File: src/rtl/ili_window_writer_pkg.sv
`default_nettype none
// ============================================================================
//  Module      : pkg_ili9341
//  Description : Shared constants, FSM state type, window tuple and the
//                pixel-count helper for the ILI9341 window writer.
//  Revision    : 1.0 - initial release
// ============================================================================
package pkg_ili9341;

  localparam logic [7:0] CMD_CASET = 8'h2A;
  localparam logic [7:0] CMD_PASET = 8'h2B;
  localparam logic [7:0] CMD_RAMWR = 8'h2C;

  // 240 * 320 = 76800 pixels fits in 17 bits
  localparam int PIX_CNT_W = 17;

  // Index of the RAMWR byte, the last of the 11 window bytes
  localparam logic [3:0] WIN_IDX_LAST = 4'd10;

  typedef enum logic [2:0] {
    ST_IDLE    = 3'd0,
    ST_CHECK   = 3'd1,
    ST_SEND    = 3'd2,
    ST_WAIT    = 3'd3,
    ST_PIX_REQ = 3'd4,
    ST_GAP     = 3'd5,
    ST_FIN     = 3'd6
  } st_win_state;

  typedef struct packed {
    logic [8:0] x0;
    logic [8:0] x1;
    logic [8:0] y0;
    logic [8:0] y1;
  } win_t;

  // (x1-x0+1)*(y1-y0+1); only meaningful for a valid window
  function automatic logic [PIX_CNT_W-1:0] win_pix_count(input win_t w);
    logic [PIX_CNT_W-1:0] wd;
    logic [PIX_CNT_W-1:0] hd;
    wd = {8'd0, w.x1} - {8'd0, w.x0} + 17'd1;
    hd = {8'd0, w.y1} - {8'd0, w.y0} + 17'd1;
    return wd * hd;
  endfunction

endpackage
`default_nettype wire

File: src/rtl/ili_window_writer_byte_sel.sv
`default_nettype none
// ============================================================================
//  Module      : ili_win_byte_sel
//  Description : Combinational selector returning byte and dc for window
//                byte index 0..10 (CASET + x range, PASET + y range, RAMWR).
//  Revision    : 1.0 - initial release
// ============================================================================
module ili_win_byte_sel
  import pkg_ili9341::*;
(
  input  logic [3:0] i_idx,
  input  win_t       i_win,
  output logic [7:0] o_data,
  output logic       o_dc
);

  // Coordinates are zero-extended to 16 bits and sent high byte first
  always_comb begin
    o_data = 8'h00;
    o_dc   = 1'b1;
    case (i_idx)
      4'd0:    begin o_data = CMD_CASET; o_dc = 1'b0; end
      4'd1:    o_data = {7'd0, i_win.x0[8]};
      4'd2:    o_data = i_win.x0[7:0];
      4'd3:    o_data = {7'd0, i_win.x1[8]};
      4'd4:    o_data = i_win.x1[7:0];
      4'd5:    begin o_data = CMD_PASET; o_dc = 1'b0; end
      4'd6:    o_data = {7'd0, i_win.y0[8]};
      4'd7:    o_data = i_win.y0[7:0];
      4'd8:    o_data = {7'd0, i_win.y1[8]};
      4'd9:    o_data = i_win.y1[7:0];
      4'd10:   begin o_data = CMD_RAMWR; o_dc = 1'b0; end
      default: begin o_data = 8'h00; o_dc = 1'b1; end
    endcase
  end

endmodule
`default_nettype wire

File: src/rtl/ili_window_writer.sv
`default_nettype none
// ============================================================================
//  Module      : ili_window_writer
//  Description : Sequences an ILI9341 memory-window write (CASET, PASET,
//                RAMWR, RGB565 pixel stream) over a byte-level SPI path,
//                owning dc and cs for the whole transaction.
//  Revision    : 1.0 - initial release
// ============================================================================
module ili_window_writer
  import pkg_ili9341::*;
#(
  parameter int H_RES   = 240,
  parameter int V_RES   = 320,
  parameter int CS_IDLE = 2
) (
  input  logic        clk,
  input  logic        rst,
  input  logic        i_start,
  input  logic [8:0]  i_x0,
  input  logic [8:0]  i_x1,
  input  logic [8:0]  i_y0,
  input  logic [8:0]  i_y1,
  input  logic        i_abort,
  input  logic        i_pix_valid,
  input  logic [15:0] i_pix_data,
  output logic        o_pix_ready,
  input  logic        i_byte_done,
  output logic        o_send,
  output logic [7:0]  o_data,
  output logic        o_dc,
  output logic        o_cs,
  output logic        o_busy,
  output logic        o_done,
  output logic        o_err
);

  localparam int          GAP_W     = (CS_IDLE > 1) ? $clog2(CS_IDLE) : 1;
  localparam logic [GAP_W-1:0] c_gap_load = (CS_IDLE > 1) ? GAP_W'(CS_IDLE - 1) : '0;
  localparam logic [9:0]  c_h_res   = 10'(H_RES);
  localparam logic [9:0]  c_v_res   = 10'(V_RES);

  st_win_state          r_state;
  win_t                 r_win;
  logic [PIX_CNT_W-1:0] r_remaining;
  logic [3:0]           r_idx;
  logic                 r_in_pix;      // window bytes done, streaming pixels
  logic                 r_hi_pending;  // high byte sent, low byte still owed
  logic [7:0]           r_pix_lo;
  logic [GAP_W-1:0]     r_gap_cnt;

  win_t                 w_win_in;
  logic                 w_win_bad;
  logic [3:0]           w_sel_idx;
  logic [7:0]           w_sel_data;
  logic                 w_sel_dc;

  // Pack the request coordinates into the window tuple
  always_comb begin
    w_win_in = '{x0: i_x0, x1: i_x1, y0: i_y0, y1: i_y1};
  end

  // Reject reversed ranges and coordinates outside the panel
  always_comb begin
    w_win_bad = (r_win.x0 > r_win.x1) || (r_win.y0 > r_win.y1) ||
                ({1'b0, r_win.x1} >= c_h_res) || ({1'b0, r_win.y1} >= c_v_res);
  end

  // CHECK issues byte 0; WAIT issues the byte after the one just completed
  always_comb begin
    w_sel_idx = (r_state == ST_CHECK) ? 4'd0 : (r_idx + 4'd1);
  end

  ili_win_byte_sel u_byte_sel (
    .i_idx  (w_sel_idx),
    .i_win  (r_win),
    .o_data (w_sel_data),
    .o_dc   (w_sel_dc)
  );

  // Transaction FSM with registered SPI, handshake and status outputs
  always_ff @(posedge clk or negedge rst) begin
    if (!rst) begin
      r_state      <= ST_IDLE;
      r_win        <= '0;
      r_remaining  <= '0;
      r_idx        <= 4'd0;
      r_in_pix     <= 1'b0;
      r_hi_pending <= 1'b0;
      r_pix_lo     <= 8'h00;
      r_gap_cnt    <= '0;
      o_pix_ready  <= 1'b0;
      o_send       <= 1'b0;
      o_data       <= 8'h00;
      o_dc         <= 1'b0;
      o_cs         <= 1'b1;
      o_busy       <= 1'b0;
      o_done       <= 1'b0;
      o_err        <= 1'b0;
    end else begin
      o_send <= 1'b0;
      o_done <= 1'b0;
      o_err  <= 1'b0;
      case (r_state)
        ST_IDLE: begin
          o_busy <= 1'b0;
          // o_busy still high here only in the cycle after a rejected window
          if (i_start && !o_busy) begin
            r_win       <= w_win_in;
            r_remaining <= win_pix_count(w_win_in);
            o_busy      <= 1'b1;
            r_state     <= ST_CHECK;
          end
        end
        ST_CHECK: begin
          if (w_win_bad) begin
            o_err   <= 1'b1;
            r_state <= ST_IDLE;
          end else begin
            o_cs         <= 1'b0;
            o_send       <= 1'b1;
            o_data       <= w_sel_data;
            o_dc         <= w_sel_dc;
            r_idx        <= 4'd0;
            r_in_pix     <= 1'b0;
            r_hi_pending <= 1'b0;
            r_state      <= ST_SEND;
          end
        end
        ST_SEND: begin
          r_state <= ST_WAIT;
        end
        ST_WAIT: begin
          if (i_byte_done) begin
            if (r_hi_pending) begin
              // A started pixel always finishes, abort or not
              o_send       <= 1'b1;
              o_data       <= r_pix_lo;
              o_dc         <= 1'b1;
              r_hi_pending <= 1'b0;
              r_state      <= ST_SEND;
            end else if ((r_in_pix && (r_remaining == '0)) || i_abort) begin
              o_cs      <= 1'b1;
              r_gap_cnt <= c_gap_load;
              r_state   <= ST_GAP;
            end else if (r_in_pix || (r_idx == WIN_IDX_LAST)) begin
              r_in_pix    <= 1'b1;
              o_pix_ready <= 1'b1;
              r_state     <= ST_PIX_REQ;
            end else begin
              r_idx   <= r_idx + 4'd1;
              o_send  <= 1'b1;
              o_data  <= w_sel_data;
              o_dc    <= w_sel_dc;
              r_state <= ST_SEND;
            end
          end
        end
        ST_PIX_REQ: begin
          // o_pix_ready is high throughout this state, so valid completes
          // the handshake; an accepted pixel wins over a concurrent abort
          if (i_pix_valid) begin
            o_pix_ready  <= 1'b0;
            o_send       <= 1'b1;
            o_data       <= i_pix_data[15:8];
            o_dc         <= 1'b1;
            r_pix_lo     <= i_pix_data[7:0];
            r_hi_pending <= 1'b1;
            r_remaining  <= r_remaining - 17'd1;
            r_state      <= ST_SEND;
          end else if (i_abort) begin
            o_pix_ready <= 1'b0;
            o_cs        <= 1'b1;
            r_gap_cnt   <= c_gap_load;
            r_state     <= ST_GAP;
          end
        end
        ST_GAP: begin
          if (r_gap_cnt == '0) begin
            o_done  <= 1'b1;
            r_state <= ST_FIN;
          end else begin
            r_gap_cnt <= r_gap_cnt - 1'b1;
          end
        end
        ST_FIN: begin
          o_busy  <= 1'b0;
          r_state <= ST_IDLE;
        end
        default: begin
          r_state <= ST_IDLE;
        end
      endcase
    end
  end

endmodule
`default_nettype wire

File: config.mk
export PLATFORM = sky130hd
export DESIGN_NAME = ili_window_writer
export DESIGN_NICKNAME = d
export VERILOG_FILES = /design/src/rtl/ili_window_writer_pkg.sv /design/src/rtl/ili_window_writer_byte_sel.sv /design/src/rtl/ili_window_writer.sv
export SDC_FILE = /design/constraint.sdc
export NUM_CORES = 1
export LEC_CHECK = 0
export CAP_MARGIN = 30
export CORE_MARGIN = 2
export CORE_UTILIZATION = 30
export CTS_BUF_LIST = sky130_fd_sc_hd__clkbuf_2
export DETAILED_ROUTE_END_ITERATION = 16
export HOLD_SLACK_MARGIN = 0.08
export PLACE_DENSITY = 0.52
export SYNTH_ARGS = -nofsm -noshare
export SYNTH_HDL_FRONTEND = slang
export SYNTH_SLANG_ARGS = --single-unit
export TNS_END_PERCENT = 100
File: constraint.sdc
create_clock -name clk -period 2.65 [get_ports clk]
set_input_delay 0.265 -clock clk [delete_from_list [all_inputs] [get_ports clk]]
set_output_delay 0.265 -clock clk [all_outputs]
set_load 0.1 [all_outputs]
# Word-level counts from Yosys, hierarchy flattened
# Index checks and enable logic that the tools add are counted.
word_totals:
  regBits: 86
  in_bits: 58
  output_inout_bits: 15
  word_cells: 160
classes:
  n_addsub: 7
  mul: 1
  order_cmp: 4
  n_eq_ne: 32
  n_mux: 68
  n_reduce_logical: 29
op_table:
  columns: ["op", "count"]
  rows:
  - ["8-bit case mux with 11 select lines", 1]
  - ["8-bit 2-to-1 mux", 6]
  - ["17-bit 2-to-1 mux", 2]
  - ["17-bit case mux with 2 select lines", 1]
  - ["1-bit 2-to-1 mux", 32]
  - ["6-bit AND reduction", 5]
  - ["3-bit 2-to-1 mux", 8]
  - ["4-bit 2-to-1 mux", 6]
  - ["2-bit inequality test (second input constant)", 12]
  - ["8-bit case mux with 3 select lines", 1]
  - ["10-bit by 2-bit adder with 11-bit output (second input constant)", 2]
  - ["9-bit by 9-bit subtractor with 10-bit output", 2]
  - ["9-bit > comparator", 2]
  - ["3-bit case mux with 6 select lines", 1]
  - ["17-bit logical NOT", 1]
  - ["11-bit by 11-bit multiplier with 17-bit output", 1]
  - ["17-bit by 1-bit subtractor with 17-bit output (second input constant)", 1]
  - ["4-bit by 3-bit == test with 1-bit output (second input constant)", 4]
  - ["4-bit == test (second input constant)", 4]
  - ["1-bit case mux with 3 select lines", 5]
  - ["3-bit == test (second input constant)", 3]
  - ["9-bit by 8-bit greater-or-equal comparator with 1-bit output (second input constant)", 1]
  - ["9-bit greater-or-equal comparator (second input constant)", 1]
  - ["3-bit inequality test (second input constant)", 3]
  - ["21 further kinds", 36]

# Depth between registers and ports, before layout
# Gate-level depths: netlist (run 1).
logic_depth:
  word_depth: 10
  mapped_depth: 32
  mapped_depth_nobuf: 31

# Cells and area by module
# From an unflattened synthesis (run 1), not the netlist that was laid out.
hier_totals:
  hier_cells: 1180
  hier_area_um2: 10105.9
modules_own_cells:
  columns: ["module", "instances", "cells_per_inst", "area_each_um2", "seq_area_each_um2"]
  rows:
  - ["ili_window_writer", 1, 1123, 9695.5, 2153.3]
  - ["ili_win_byte_sel", 1, 57, 410.4, 0.0]

# Worst setup path before layout (run 1)
# OpenSTA, ideal clock, no wires.
synth_path:
  path_type: "in2reg"
  start: "in i_x1[0]"
  end: "reg r_remaining[16]"
  setup_time_ns: 0.077
  t_arrival_ns: 6.804
  required_ns: 2.573
  slack_ns: -4.231
  stages: 28
  n_path_buf: 0
  path_cell_list: "inv_1 -> ha_1 -> inv_1 -> fa_1 -> a21o_1 -> a21oi_1 -> xor2_1 -> or4_4 -> or4_1 -> nand4_2 -> nand2_1 -> fa_1 -> fa_1 -> fa_1 -> inv_1 -> fa_1 -> inv_1 -> fa_1 -> inv_1 -> ha_1 -> o21ai_0 -> nand2b_1 -> a21o_1 -> a41o_1 -> nor4_1 -> nor3_1 -> xnor3_1 -> a21oi_1"
synth_via:
  elab_chain_len: 5
synth_lines:
  columns: ["item", "line_no", "text"]
  rows:
  - ["start, declared", "ili_window_writer.sv:20", "input logic [8:0] i_x1,"]
  - ["9-bit by 9-bit subtractor with 10-bit output", "ili_window_writer_pkg.sv:41", "wd = {8'd0, w.x1} - {8'd0, w.x0} + 17'd1;"]
  - ["10-bit by 2-bit adder with 11-bit output", "ili_window_writer_pkg.sv:41", null]
  - ["11-bit by 11-bit multiplier with 17-bit output", "ili_window_writer_pkg.sv:43", "return wd * hd;"]
  - ["17-bit 2-to-1 mux", "ili_window_writer.sv:107", "if (i_start && !o_busy) begin"]
  - ["17-bit case mux with 2 select lines", "ili_window_writer.sv:103", "case (r_state)"]
  - ["end signal, assigned", "ili_window_writer.sv:109", "r_remaining <= win_pix_count(w_win_in);"]
  - ["end signal, assigned", "ili_window_writer.sv:168", "r_remaining <= r_remaining - 17'd1;"]
  - ["end, declared", "ili_window_writer.sv:44", "logic [PIX_CNT_W-1:0] r_remaining;"]
# No other way between the ends. The select of a mux whose other input is x is not followed.
# A chain may end at the register's enable or synchronous reset.

# Worst setup path after layout (run 1)
layout_path:
  start: "in i_x1[0]"
  end: "reg r_remaining[15]"
# The elaborated chain is that of the path after synthesis.

==> impl_table.tex, run 1 <==
\begin{tabular}{lr}
\hline
Metric & Value \\
\hline
\multicolumn{2}{l}{\textbf{Clock tree}} \\
Clock Tree Buf Depth & 2 \\
H-Tree Level Count & 3 \\
Total number of clock tree sinks & 86 \\
Clock Tree Root & clkbuf\_2 \\
Total clock buffers created by CTS & 9 \\
Clk Latency, worst-skew pair & 0.66 ns \\
CTS tree & done \\
Register clock-pin slew on the reported worst setup and hold paths & 0.34 ns \\
\multicolumn{2}{l}{\textbf{Routing}} \\
Number of DRC violations after detailed-routing iteration 0 & between 300 and 400 \\
Via count normalized by instance count & 4.652 \\
Routed vias & 8876 \\
Number of optimization iterations in the first detailed-route pass & 5 \\
Antenna-violating nets left & 0 \\
Final wirelength & between 20000 and 30000 um \\
Routed WL per cell & 15.02 um \\
Number of remaining DRC errors & 0 \\
\multicolumn{2}{l}{\textbf{Timing}} \\
Post-route worst hold slack & about 0.12 ns \\
Post-route worst setup slack & -3.502 ns \\
Setup-violating endpoint count in the final report & 23 \\
Slew at the pin with the worst max-slew slack & $\sim$0.9 ns \\
Setup repair after global routing missed its margin & yes \\
Fmax & approximately 160 MHz \\
Max-Slew Margin vs Limit & 0.3989 \\
Final clock skew & just over 0.06 ns \\
Tcrit/Tclk final & 2.322 \\
Count of endpoints failing hold in the final timing report & 0 \\
Count of final max-slew check failures & 0 \\
Final period demand of the worst path & around 6 ns \\
\multicolumn{2}{l}{\textbf{Logic synthesis}} \\
Most repeated cell in the gate-level netlist after synthesis & inv\_1 \\
Synth area leader & dfrtp\_1 \\
Fraction of the yosys area taken by sequential cells & 0.2187 \\
Netlist area before placement & 0.009846 mm\^{}2 \\
Number of flip-flops and latches in the synthesized netlist & 86 \\
Synth Warn \# & 0 \\
Synthesized net count & 1358 \\
Share of flip-flops with an asynchronous set or reset after synthesis & 1.000 \\
Synth Instances & 1132 \\
Area share of the leading cell type in the synthesized netlist & 0.2160 \\
Leading cell types by total area after synthesis & dfrtp\_1 (22\%), fa\_1 (17\%), ha\_1 (10\%) \\
Number of enable flip-flop cells after synthesis & 0 \\
Average size of a mapped cell & 8.698 um\^{}2 \\
Leading cell types by count after synthesis & inv\_1 (188), nand2\_1 (96), fa\_1 (86), nor2\_1 (86), dfrtp\_1 (85) \\
Main synth FF type & dfrtp\_1 \\
Number of distinct library cell variants in the gate-level netlist after synthesis & between 80 and 90 \\
\multicolumn{2}{l}{\textbf{Worst setup path}} \\
FF-to-FF setup slack & -0.12 ns \\
Crit-path max cell delay & about 0.54 ns \\
Most repeated library cell on the critical path & fa\_1 \\
Worst Setup Path Type & input port to register \\
Worst reg2reg path depth & 14 \\
Critical register-to-register path startpoint & r\_win[19] \\
Critical path's slowest cell & or4\_4 \\
Kind of end point of the critical path & register \\
Endpoint of the worst-slack reg-to-reg timing path & o\_data[1] \\
Arr. time, crit path & a little under 7 ns \\
Largest driver fanout on the critical path & 6 \\
WP buf/inv & 9 \\
Worst endpoint required time & between 3 and 4 ns \\
Launch point of the critical path & i\_x1[0] \\
Startpoint type of the worst setup path & input port \\
Top delay family on crit path & adder cells \\
\multicolumn{2}{l}{\textbf{Placement}} \\
Routability congestion estimate from global placement & 0.8615 \\
Post-DP HPWL & approximately 23000 um \\
Count of input and output buffers & 72 \\
\multicolumn{2}{l}{\textbf{Status}} \\
Violations in the final reports & setup timing \\
Status & finished with violations \\
\multicolumn{2}{l}{\textbf{Floorplanning}} \\
Standard cell core area & $\sim$0.032 mm\^{}2 \\
Site row count & 66 \\
Die outline height & 185.2 um \\
DIE WIDTH & around 190 um \\
Initial Util & 0.3034 \\
I/O pin count & 73 \\
DIE AREA & 0.03428 mm\^{}2 \\
\multicolumn{2}{l}{\textbf{GRT}} \\
Number of global-route vias before repair & 9246 \\
Total congestion overflow after global routing & 0 \\
All-Layer GR Usage & 0.1719 \\
Maximum number of pins on one net before global-route repair & 46 \\
Initial antenna violation count & 1 \\
Global-route wire length before repair & $\sim$47000 um \\
\multicolumn{2}{l}{\textbf{Cells and area}} \\
Area Overhead vs Synth & 47.81\% \\
Layout cell share with drive strength beyond 1 & 0.3672 \\
Final Net Count & 1686 \\
\multicolumn{2}{l}{\textbf{Run}} \\
Max-cap violations & 0 \\
\multicolumn{2}{l}{\textbf{Worst hold path}} \\
Min-Delay Path Class & input port to register \\
Start point of the worst hold path & i\_x1[3] \\
End of the worst hold path & r\_win[21] \\
Hold path cells & 4 \\
\hline
\end{tabular}
-- layout make-up --
type,count,area [um^2]
clock inverter,7,72.57
fill,3143,17900
clock buffer,9,45.04
sequential,86,2153
inverter,189,739.5
timing repair buffer,354,2982
multi-input combinational,820,8005
antenna,1,2.502
tap,442,553.0
-- metal layers --
metal  share of wire  global-route usage  up-vias
li1                -                   -     4411
met1            0.47              0.2293     4313
met2            0.50              0.2975      125
met3           0.021             0.02123       27
met4           0.014             0.03810        0
met5               0                   0        -
-- timing repair --
action | CTS | global route
cloned | 1 | 0
setup buffers | 24 | 15
endpoints found under the hold margin | 98 | 3
resized for setup | 163 | 81
pin swaps | 71 | 61
hold buffers | 15 | 3
setup endpoints to repair | 35 | 34
-- sequential cells by signal, summed over array words and instances (netlist names), 3 cells and up --
register	cells
r_idx	4
r_remaining	17
r_win	36
r_state	3
r_pix_lo	8
o_data	8
-- tightest hold or removal path, stage by stage --
cell           delay [ns]
dlygate4sd2_1        0.26
buf_4                0.13
nand2_1              0.04
o21ai_0              0.06
-- metrics by stage --
stage               instance area [um^2]  utilization  setup TNS, ns  setup slack [ns]  cells
finish                             14550       0.4484         -37.36            -3.502   1908
floorplan                          10210            -         -40.24            -3.813   1132
global route                       14550       0.4484         -40.67            -3.738   1908
global placement                   13090       0.4033         -58.21            -4.650   1840
detailed placement                 13090       0.4033         -59.33            -4.779   1840
CTS                                14090       0.4342         -37.23            -3.524   1892
-- kinds of logic after synthesis --
family,count (synthesis),share of synthesized area
and+or+nand+nor,340,0.1719
buffers and inverters,226,0.08680
AOI/OAI and AO/OA,215,0.1413
adders and majority gates,168,0.2791
DFF,86,0.2187
xor gates and xnor gates,57,0.05668
muxes,40,0.04550
-- how the worst max path moves through the flow --
stage	to	depth (start not counted)
global route	r_remaining[16]	26
finish	r_remaining[15]	30
floorplan	r_remaining[16]	28
global placement	r_remaining[16]	26
detailed placement	r_remaining[16]	26
CTS	r_remaining[16]	29
-- placed cells by master, fill, tap and decap left out, types with 9 or more instances in the layout --
master             n
a21oi_2           10
fa_1              81
a31oi_1           10
ha_1              46
inv_2             25
clkbuf_2          10
inv_1            159
nor2b_1           14
xnor2_1           27
o21a_1            12
nand2_2            9
ha_4              33
dlygate4sd2_1     12
a21oi_1           38
buf_4            248
mux2_2            35
o21ai_0           47
and2_1            20
nor2_1            79
o21ai_1           17
nor3_1            24
buf_6             28
dfrtp_1           85
nand2b_1          16
dlygate4sd3_1     18
clkdlybuf4s50_1   34
nand3_1            9
xnor2_2           15
nand2_1           86
Power of run 1 is not shown: default switching activity piles up to over one toggle a cycle in this logic, so the estimate is an artifact.
==> inputs of run 2 (changes only) <==
Settings changed: PLACE_DENSITY 0.52 to 0.53.
==> run 2 against run 1 <==
Effect of this change:
- cell count fell by 1.6%
- critical endpoint is now r_remaining[16]
- the run still ends with setup timing left
- critical path type unchanged
- final area down 1.5%
- non-clock buffer count is 31 lower
- die area did not move
==> impl_table.tex, run 2 (synthesis results as in run 1) <==
\begin{tabular}{lr}
\hline
Metric & Value \\
\hline
\multicolumn{2}{l}{\textbf{Clock tree}} \\
H-Tree Level Count & 3 (unchanged) \\
Clk Latency, worst-skew pair & 0.65 ns (was 0.66 ns) \\
CTS tree & done (unchanged) \\
Clock Tree Buf Depth & 2 (unchanged) \\
Total number of clock tree sinks & 86 (unchanged) \\
Total clock buffers created by CTS & 9 (unchanged) \\
Clock Tree Root & clkbuf\_2 (unchanged) \\
Register clock-pin slew on the reported worst setup and hold paths & 0.32 ns (was 0.34 ns) \\
\multicolumn{2}{l}{\textbf{Status}} \\
Status & finished with violations (unchanged) \\
Violations in the final reports & setup timing (unchanged) \\
\multicolumn{2}{l}{\textbf{GRT}} \\
All-Layer GR Usage & 0.1715 (was 0.1719) \\
Number of global-route vias before repair & 9325 (was 9246) \\
Maximum number of pins on one net before global-route repair & 62 (was 46) \\
Total congestion overflow after global routing & 0 (unchanged) \\
Global-route wire length before repair & 46520 um (was 46780 um) \\
Initial antenna violation count & 1 (unchanged) \\
\multicolumn{2}{l}{\textbf{Floorplanning}} \\
Site row count & 66 (unchanged) \\
Die outline height & 185.2 um (unchanged) \\
DIE WIDTH & 185.2 um (unchanged) \\
I/O pin count & 73 (unchanged) \\
Initial Util & 0.3034 (unchanged) \\
DIE AREA & 0.03428 mm\^{}2 (unchanged) \\
Standard cell core area & 0.03245 mm\^{}2 (unchanged) \\
\multicolumn{2}{l}{\textbf{Routing}} \\
Number of remaining DRC errors & 0 (unchanged) \\
Number of optimization iterations in the first detailed-route pass & 5 (unchanged) \\
Via count normalized by instance count & 4.720 (was 4.652) \\
Routed WL per cell & 15.35 um (was 15.02 um) \\
Number of DRC violations after detailed-routing iteration 0 & 373 (was 317) \\
Final wirelength & 28830 um (was 28670 um) \\
Antenna-violating nets left & 0 (unchanged) \\
Routed vias & 8865 (was 8876) \\
\multicolumn{2}{l}{\textbf{Timing}} \\
Total Neg Setup Slack & -37.16 ns (was -37.36 ns) \\
Count of final max-slew check failures & 0 (unchanged) \\
Setup repair after global routing missed its margin & yes (unchanged) \\
Max-Slew Margin vs Limit & 0.4890 (was 0.3989) \\
Final period demand of the worst path & 6.103 ns (was 6.152 ns) \\
Count of endpoints failing hold in the final timing report & 0 (unchanged) \\
Post-route worst setup slack & -3.453 ns (was -3.502 ns) \\
Tcrit/Tclk final & 2.303 (was 2.322) \\
Setup-violating endpoint count in the final report & 23 (unchanged) \\
Slew at the pin with the worst max-slew slack & 0.7665 ns (was 0.8986 ns) \\
Fmax & 163.9 MHz (was 162.5 MHz) \\
Final clock skew & 0.04819 ns (was 0.06041 ns) \\
\multicolumn{2}{l}{\textbf{Placement}} \\
Routability congestion estimate from global placement & 0.8544 (was 0.8615) \\
Total placed cells including tap cells & 1825 (was 1840) \\
Post-DP HPWL & 22690 um (was 22710 um) \\
Pre-CTS worst setup slack & -4.797 ns (was -4.779 ns) \\
Count of input and output buffers & 72 (unchanged) \\
\multicolumn{2}{l}{\textbf{Worst setup path}} \\
Arr. time, crit path & 6.72 ns (was 6.75 ns) \\
Critical path's slowest cell & fa\_2 (was or4\_4) \\
Worst Setup Path Type & input port to register (unchanged) \\
Largest driver fanout on the critical path & 5 (was 6) \\
Crit-path max cell delay & 0.62 ns (was 0.54 ns) \\
Kind of end point of the critical path & register (unchanged) \\
Startpoint type of the worst setup path & input port (unchanged) \\
Worst endpoint required time & 3.27 ns (was 3.25 ns) \\
\multicolumn{2}{l}{\textbf{Cells and area}} \\
Commonest cells after routing, fill and taps aside & buf\_4 (228), inv\_1 (158), dfrtp\_1 (85) (was buf\_4 (248), inv\_1 (159), nand2\_1 (86)) \\
Most common cell after layout, fill and taps aside & buf\_4 (unchanged) \\
Number of fill cells in the layout & 3179 (was 3143) \\
Area Overhead vs Synth & 45.57\% (was 47.81\%) \\
Number of flip-flops in the largest register & 36 (unchanged) \\
Final Net Count & 1656 (was 1686) \\
Layout cell share with drive strength beyond 1 & 0.3568 (was 0.3672) \\
Registers with the most flip-flops & r\_win (36), r\_remaining (17) (unchanged) \\
Largest register by flop count & r\_win (unchanged) \\
Final non-filler cell total & 1878 (was 1908) \\
Utilization after layout & 0.4416 (was 0.4484) \\
\multicolumn{2}{l}{\textbf{Worst hold path}} \\
Min-Delay Path Class & input port to register (unchanged) \\
\multicolumn{2}{l}{\textbf{Run}} \\
Max-cap violations & 0 (unchanged) \\
\hline
\end{tabular}
run 2: cell count changes in the layout (fill, tap and decap cells not counted), moves of 3 or more:
| cell | delta |
|---|---|
| buf_4 | -20 |
| buf_6 | -7 |
| clkdlybuf4s50_1 | +3 |
| dlygate4sd3_1 | -6 |
| fa_1 | -3 |
| fa_2 | +3 |
| ha_1 | +7 |
| ha_4 | -5 |
| inv_2 | +3 |
| xnor2_2 | -4 |
| xnor2_4 | +4 |
run 2: layer usage:
metal | global-route usage | vias to the layer above | routed length, um | part of all wire
li1 | - | 4363 | - | -
met1 | 0.2261 | 4355 | 13350 | 0.46
met2 | 0.3035 | 122 | 14330 | 0.50
met3 | 0.02379 | 25 | 837 | 0.029
met5 | 0 | - | 0 | 0
met4 | 0.02635 | 0 | 316 | 0.011
run 2: worst paths after layout:
kind / startpoint / endpoint / slack (ns) / cells after the start
max: i_y1[0] / r_remaining[16] / -3.45 / 29
min: i_y1[2] / r_win[2] / 0.12 / 4
max reg2reg: r_win[19] / o_data[2] / -0.14 / 14
min reg2reg: o_cs / o_cs / 0.51 / 1
max in group asynchronous: rst / r_pix_lo[7] / 1.60 / 4
min in group asynchronous: rst / r_remaining[11] / 0.62 / 4
run 2: layout make-up:
cell class | instances | area, um^2 | share of cell area
Inverter | 189 | 734.5 | 0.05124
Clock inverter | 7 | 67.56 | 0.004714
Clock buffer | 9 | 45.04 | 0.003143
Multi-Input combinational cell | 821 | 8023 | 0.5598
Tap cell | 442 | 553.0 | 0.03859
Antenna cell | 1 | 2.502 | 0.0001746
Sequential cell | 86 | 2153 | 0.1502
Timing Repair Buffer | 323 | 2754 | 0.1921
run 2: through the flow:
step           instance area [um^2]  hold WS, ns
2_1_floorplan                 10210     -0.03059
3_3_place_gp                  12970       0.2281
3_5_place_dp                  12970       0.2220
4_1_cts                       13820      0.08213
5_1_grt                       14330      0.09718
6_report                      14330       0.1243
run 2: worst max-delay path, delay by kind of cell:
family	cells	cell delay, ns
compound gates	2	0.37
xor+xnor	2	0.38
fa+ha+maj	9	3.62
buf+inv	7	0.58
mux	1	0.12
simple gates	8	1.36
run 2: repair_timing:
item                       4_1_cts  5_1_grt
hold endpoints to repair        92        3
resized for setup              142       88
cloned                           1        1
pin swaps                       74       62
setup endpoints to repair       33       34
hold buffers                    10        3
setup buffers                   16        9
Power of run 2 is left out for the same reason.
==> inputs of run 3 (changes only) <==
Settings changed: CTS_CLUSTER_SIZE from default to 10, SYNTH_HIERARCHICAL from default to 1.
==> run 3 against run 2 <==
Effect of this change:
- the run still ends with setup timing left
- fmax fell by 5.0%
- register-to-register slack barely moved
- area after synthesis increased by 2.6%
- sequential share of layout area down 0.94 points
- first-iteration DRC count up 25%
- cell count rose by 6.4%
- critical path type unchanged
==> impl_table.tex, run 3 <==
\begin{tabular}{lr}
\hline
Metric & Value \\
\hline
\multicolumn{2}{l}{\textbf{Clock tree}} \\
Total clock buffers created by CTS & 9 (unchanged) \\
CTS tree & done (unchanged) \\
Clk Latency, worst-skew pair & 0.62 ns (was 0.65 ns) \\
Clock Tree Buf Depth & 2 (unchanged) \\
H-Tree Level Count & 3 (unchanged) \\
Register clock-pin slew on the reported worst setup and hold paths & 0.31 ns (was 0.32 ns) \\
Clock Tree Root & clkbuf\_2 (unchanged) \\
Total number of clock tree sinks & 86 (unchanged) \\
\multicolumn{2}{l}{\textbf{Floorplanning}} \\
DIE WIDTH & 187.5 um (was 185.2 um) \\
Die outline height & 187.5 um (was 185.2 um) \\
Site row count & 67 (was 66) \\
Initial Util & 0.3029 (was 0.3034) \\
Standard cell core area & 0.03336 mm\^{}2 (was 0.03245 mm\^{}2) \\
DIE AREA & 0.03517 mm\^{}2 (was 0.03428 mm\^{}2) \\
I/O pin count & 73 (unchanged) \\
\multicolumn{2}{l}{\textbf{Worst setup path}} \\
Arr. time, crit path & 7.00 ns (was 6.72 ns) \\
Critical path's slowest cell & or4b\_4 (was fa\_2) \\
Worst endpoint required time & 3.22 ns (was 3.27 ns) \\
Kind of end point of the critical path & register (unchanged) \\
Worst Setup Path Type & input port to register (unchanged) \\
Crit-path max cell delay & 0.48 ns (was 0.62 ns) \\
Startpoint type of the worst setup path & input port (unchanged) \\
Most repeated library cell on the critical path & buf\_4 \\
Largest driver fanout on the critical path & 4 (was 5) \\
\multicolumn{2}{l}{\textbf{Logic synthesis}} \\
Adder-cell share of the synthesized area & 0.2719 (was 0.2791) \\
Leading cell types by total area after synthesis & dfrtp\_1 (21\%), fa\_1 (17\%), ha\_1 (10\%) (was dfrtp\_1 (22\%), fa\_1 (17\%), ha\_1 (10\%)) \\
Dominant combinational cell family by area after synthesis & adder cells (unchanged) \\
Number of enable flip-flop cells after synthesis & 0 (unchanged) \\
Most repeated cell in the gate-level netlist after synthesis & inv\_1 (unchanged) \\
Netlist area before placement & 0.01011 mm\^{}2 (was 0.009846 mm\^{}2) \\
Synthesized net count & 1406 (was 1358) \\
Area share of the leading cell type in the synthesized netlist & 0.2105 (was 0.2160) \\
Compound-Gate Fraction of Synth Area & 0.1805 (was 0.1413) \\
Fraction of the mapped netlist area in simple logic gates & 0.1704 (was 0.1719) \\
Leading cell types by count after synthesis & inv\_1 (189), nand2\_1 (127), fa\_1 (86), o21ai\_0 (86), dfrtp\_1 (85) (was inv\_1 (188), nand2\_1 (96), fa\_1 (86), nor2\_1 (86), dfrtp\_1 (85)) \\
Main synth FF type & dfrtp\_1 (unchanged) \\
Number of distinct library cell variants in the gate-level netlist after synthesis & 94 (was 83) \\
Average size of a mapped cell & 8.564 um\^{}2 (was 8.698 um\^{}2) \\
Synth Instances & 1180 (was 1132) \\
Synth area leader & dfrtp\_1 (unchanged) \\
Synth Warn \# & 6 (was 0) \\
XOR/XNOR share of the synthesized area & 0.05076 (was 0.05668) \\
Share of synthesized area spent on multiplexers & 0.02179 (was 0.04549) \\
Number of flip-flops and latches in the synthesized netlist & 86 (unchanged) \\
Fraction of the yosys area taken by sequential cells & 0.2131 (was 0.2187) \\
Share of flip-flops with an asynchronous set or reset after synthesis & 1.000 (unchanged) \\
\multicolumn{2}{l}{\textbf{Worst hold path}} \\
Min-Delay Path Class & input port to register (unchanged) \\
\multicolumn{2}{l}{\textbf{Cells and area}} \\
Registers with the most flip-flops & r\_win (36), r\_remaining (17) (unchanged) \\
Number of flip-flops in the largest register & 36 (unchanged) \\
Largest register by flop count & r\_win (unchanged) \\
Area used by multi-input combinational logic & 0.008319 mm\^{}2 (was 0.008023 mm\^{}2) \\
Most common cell after layout, fill and taps aside & buf\_4 (unchanged) \\
Area Overhead vs Synth & 51.28\% (was 45.57\%) \\
Layout cell share with drive strength beyond 1 & 0.3783 (was 0.3568) \\
Final non-filler cell total & 1998 (was 1878) \\
Final Net Count & 1770 (was 1656) \\
Commonest cells after routing, fill and taps aside & buf\_4 (297), inv\_1 (158), nand2\_1 (117) (was buf\_4 (228), inv\_1 (158), dfrtp\_1 (85)) \\
Utilization after layout & 0.4582 (was 0.4416) \\
Number of fill cells in the layout & 3238 (was 3179) \\
Sequential cell area in the final layout & 0.002153 mm\^{}2 (unchanged) \\
\multicolumn{2}{l}{\textbf{Timing}} \\
Final clock skew & 0.05409 ns (was 0.04819 ns) \\
Slew at the pin with the worst max-slew slack & 0.9183 ns (was 0.7665 ns) \\
Setup-violating endpoint count in the final report & 22 (was 23) \\
Final period demand of the worst path & 6.425 ns (was 6.103 ns) \\
Max-Slew Margin vs Limit & 0.3855 (was 0.4890) \\
Fmax & 155.6 MHz (was 163.9 MHz) \\
Count of endpoints failing hold in the final timing report & 0 (unchanged) \\
Count of final max-slew check failures & 0 (unchanged) \\
Setup repair after global routing missed its margin & yes (unchanged) \\
Post-route worst setup slack & -3.775 ns (was -3.453 ns) \\
Tcrit/Tclk final & 2.425 (was 2.303) \\
\multicolumn{2}{l}{\textbf{Routing}} \\
Routed vias & 9503 (was 8865) \\
Number of remaining DRC errors & 0 (unchanged) \\
Via count normalized by instance count & 4.756 (was 4.720) \\
Number of DRC violations after detailed-routing iteration 0 & 466 (was 373) \\
Antenna-violating nets left & 0 (unchanged) \\
Routed WL per cell & 15.45 um (was 15.35 um) \\
Final wirelength & 30880 um (was 28830 um) \\
Number of optimization iterations in the first detailed-route pass & 5 (unchanged) \\
\multicolumn{2}{l}{\textbf{Run}} \\
Max-cap violations & 0 (unchanged) \\
\multicolumn{2}{l}{\textbf{Placement}} \\
Count of input and output buffers & 72 (unchanged) \\
Routability congestion estimate from global placement & 0.8520 (was 0.8544) \\
Total placed cells including tap cells & 1883 (was 1825) \\
Post-DP HPWL & 23140 um (was 22690 um) \\
Pre-CTS worst setup slack & -4.960 ns (was -4.797 ns) \\
\multicolumn{2}{l}{\textbf{GRT}} \\
Initial antenna violation count & 1 (unchanged) \\
Maximum number of pins on one net before global-route repair & 46 (was 62) \\
Number of global-route vias before repair & 9992 (was 9325) \\
Global-route wire length before repair & 51430 um (was 46520 um) \\
Total congestion overflow after global routing & 0 (unchanged) \\
All-Layer GR Usage & 0.1795 (was 0.1715) \\
\multicolumn{2}{l}{\textbf{Status}} \\
Status & finished with violations (unchanged) \\
Violations in the final reports & setup timing (unchanged) \\
\hline
\end{tabular}
## run 3: layout make-up
type	count	share of cell area
sequential	86	0.1408
tap	448	0.03666
clock inverter	7	0.006711
timing repair buffer	402	0.2201
multi-input combinational	855	0.5442
antenna	1	0.0001637
inverter	190	0.04845
clock buffer	9	0.002946
## run 3: cells by family after synthesis
group	Yosys count
buffers and inverters	240
adders and majority gates	168
and+or+nand+nor	345
muxes	20
xor gates and xnor gates	51
DFF	86
AOI/OAI and AO/OA	270
## run 3: critical path: cells and delay by family
kind                       cells  cell delay, ns
AOI/OAI and AO/OA              7            1.06
xor gates and xnor gates       2            0.38
adders and majority gates      2            0.50
buffers and inverters         36            4.30
and+or+nand+nor                1            0.48
## run 3: worst paths after layout
| kind | slack (ns) | cells past startpoint | to | from |
|---|---|---|---|---|
| setup / recovery | -3.78 | 48 | r_remaining[16] | i_x1[0] |
| hold / removal | 0.14 | 4 | r_win[31] | i_x0[4] |
| setup reg to reg | -0.13 | 13 | o_data[1] | r_win[1] |
| min in group asynchronous | 0.16 | 2 | o_data[6] | rst |
| max in group asynchronous | 1.76 | 3 | o_cs | rst |
| hold reg to reg | 0.52 | 2 | o_cs | o_cs |
## run 3: what timing repair did
item	in CTS	in global routing
setup buffers	82	11
endpoints found under the hold margin	81	0
resized for setup	207	54
gates cloned	1	0
pin swaps	127	48
setup endpoints to repair	33	36
hold buffers	9	0
## run 3: layer usage
metal | vias up | global-route usage | share of wire
met2 | 140 | 0.3140 | 0.50
met5 | - | 0 | 0
met4 | 0 | 0.04058 | 0.015
met3 | 29 | 0.01703 | 0.026
met1 | 4679 | 0.2399 | 0.46
li1 | 4655 | - | -
## run 3: through the flow
stage                     cell area, um^2  TNS [ns]  hold WS [ns]
after floorplan                     10490    -40.29      -0.03059
after global placement              13290    -59.84        0.3177
after detailed placement            13290    -60.58        0.3209
after CTS                           14940    -38.90       0.08463
after global routing                15290    -43.46        0.1153
final                               15290    -39.74        0.1425
Power of run 3 is left out for the same reason.
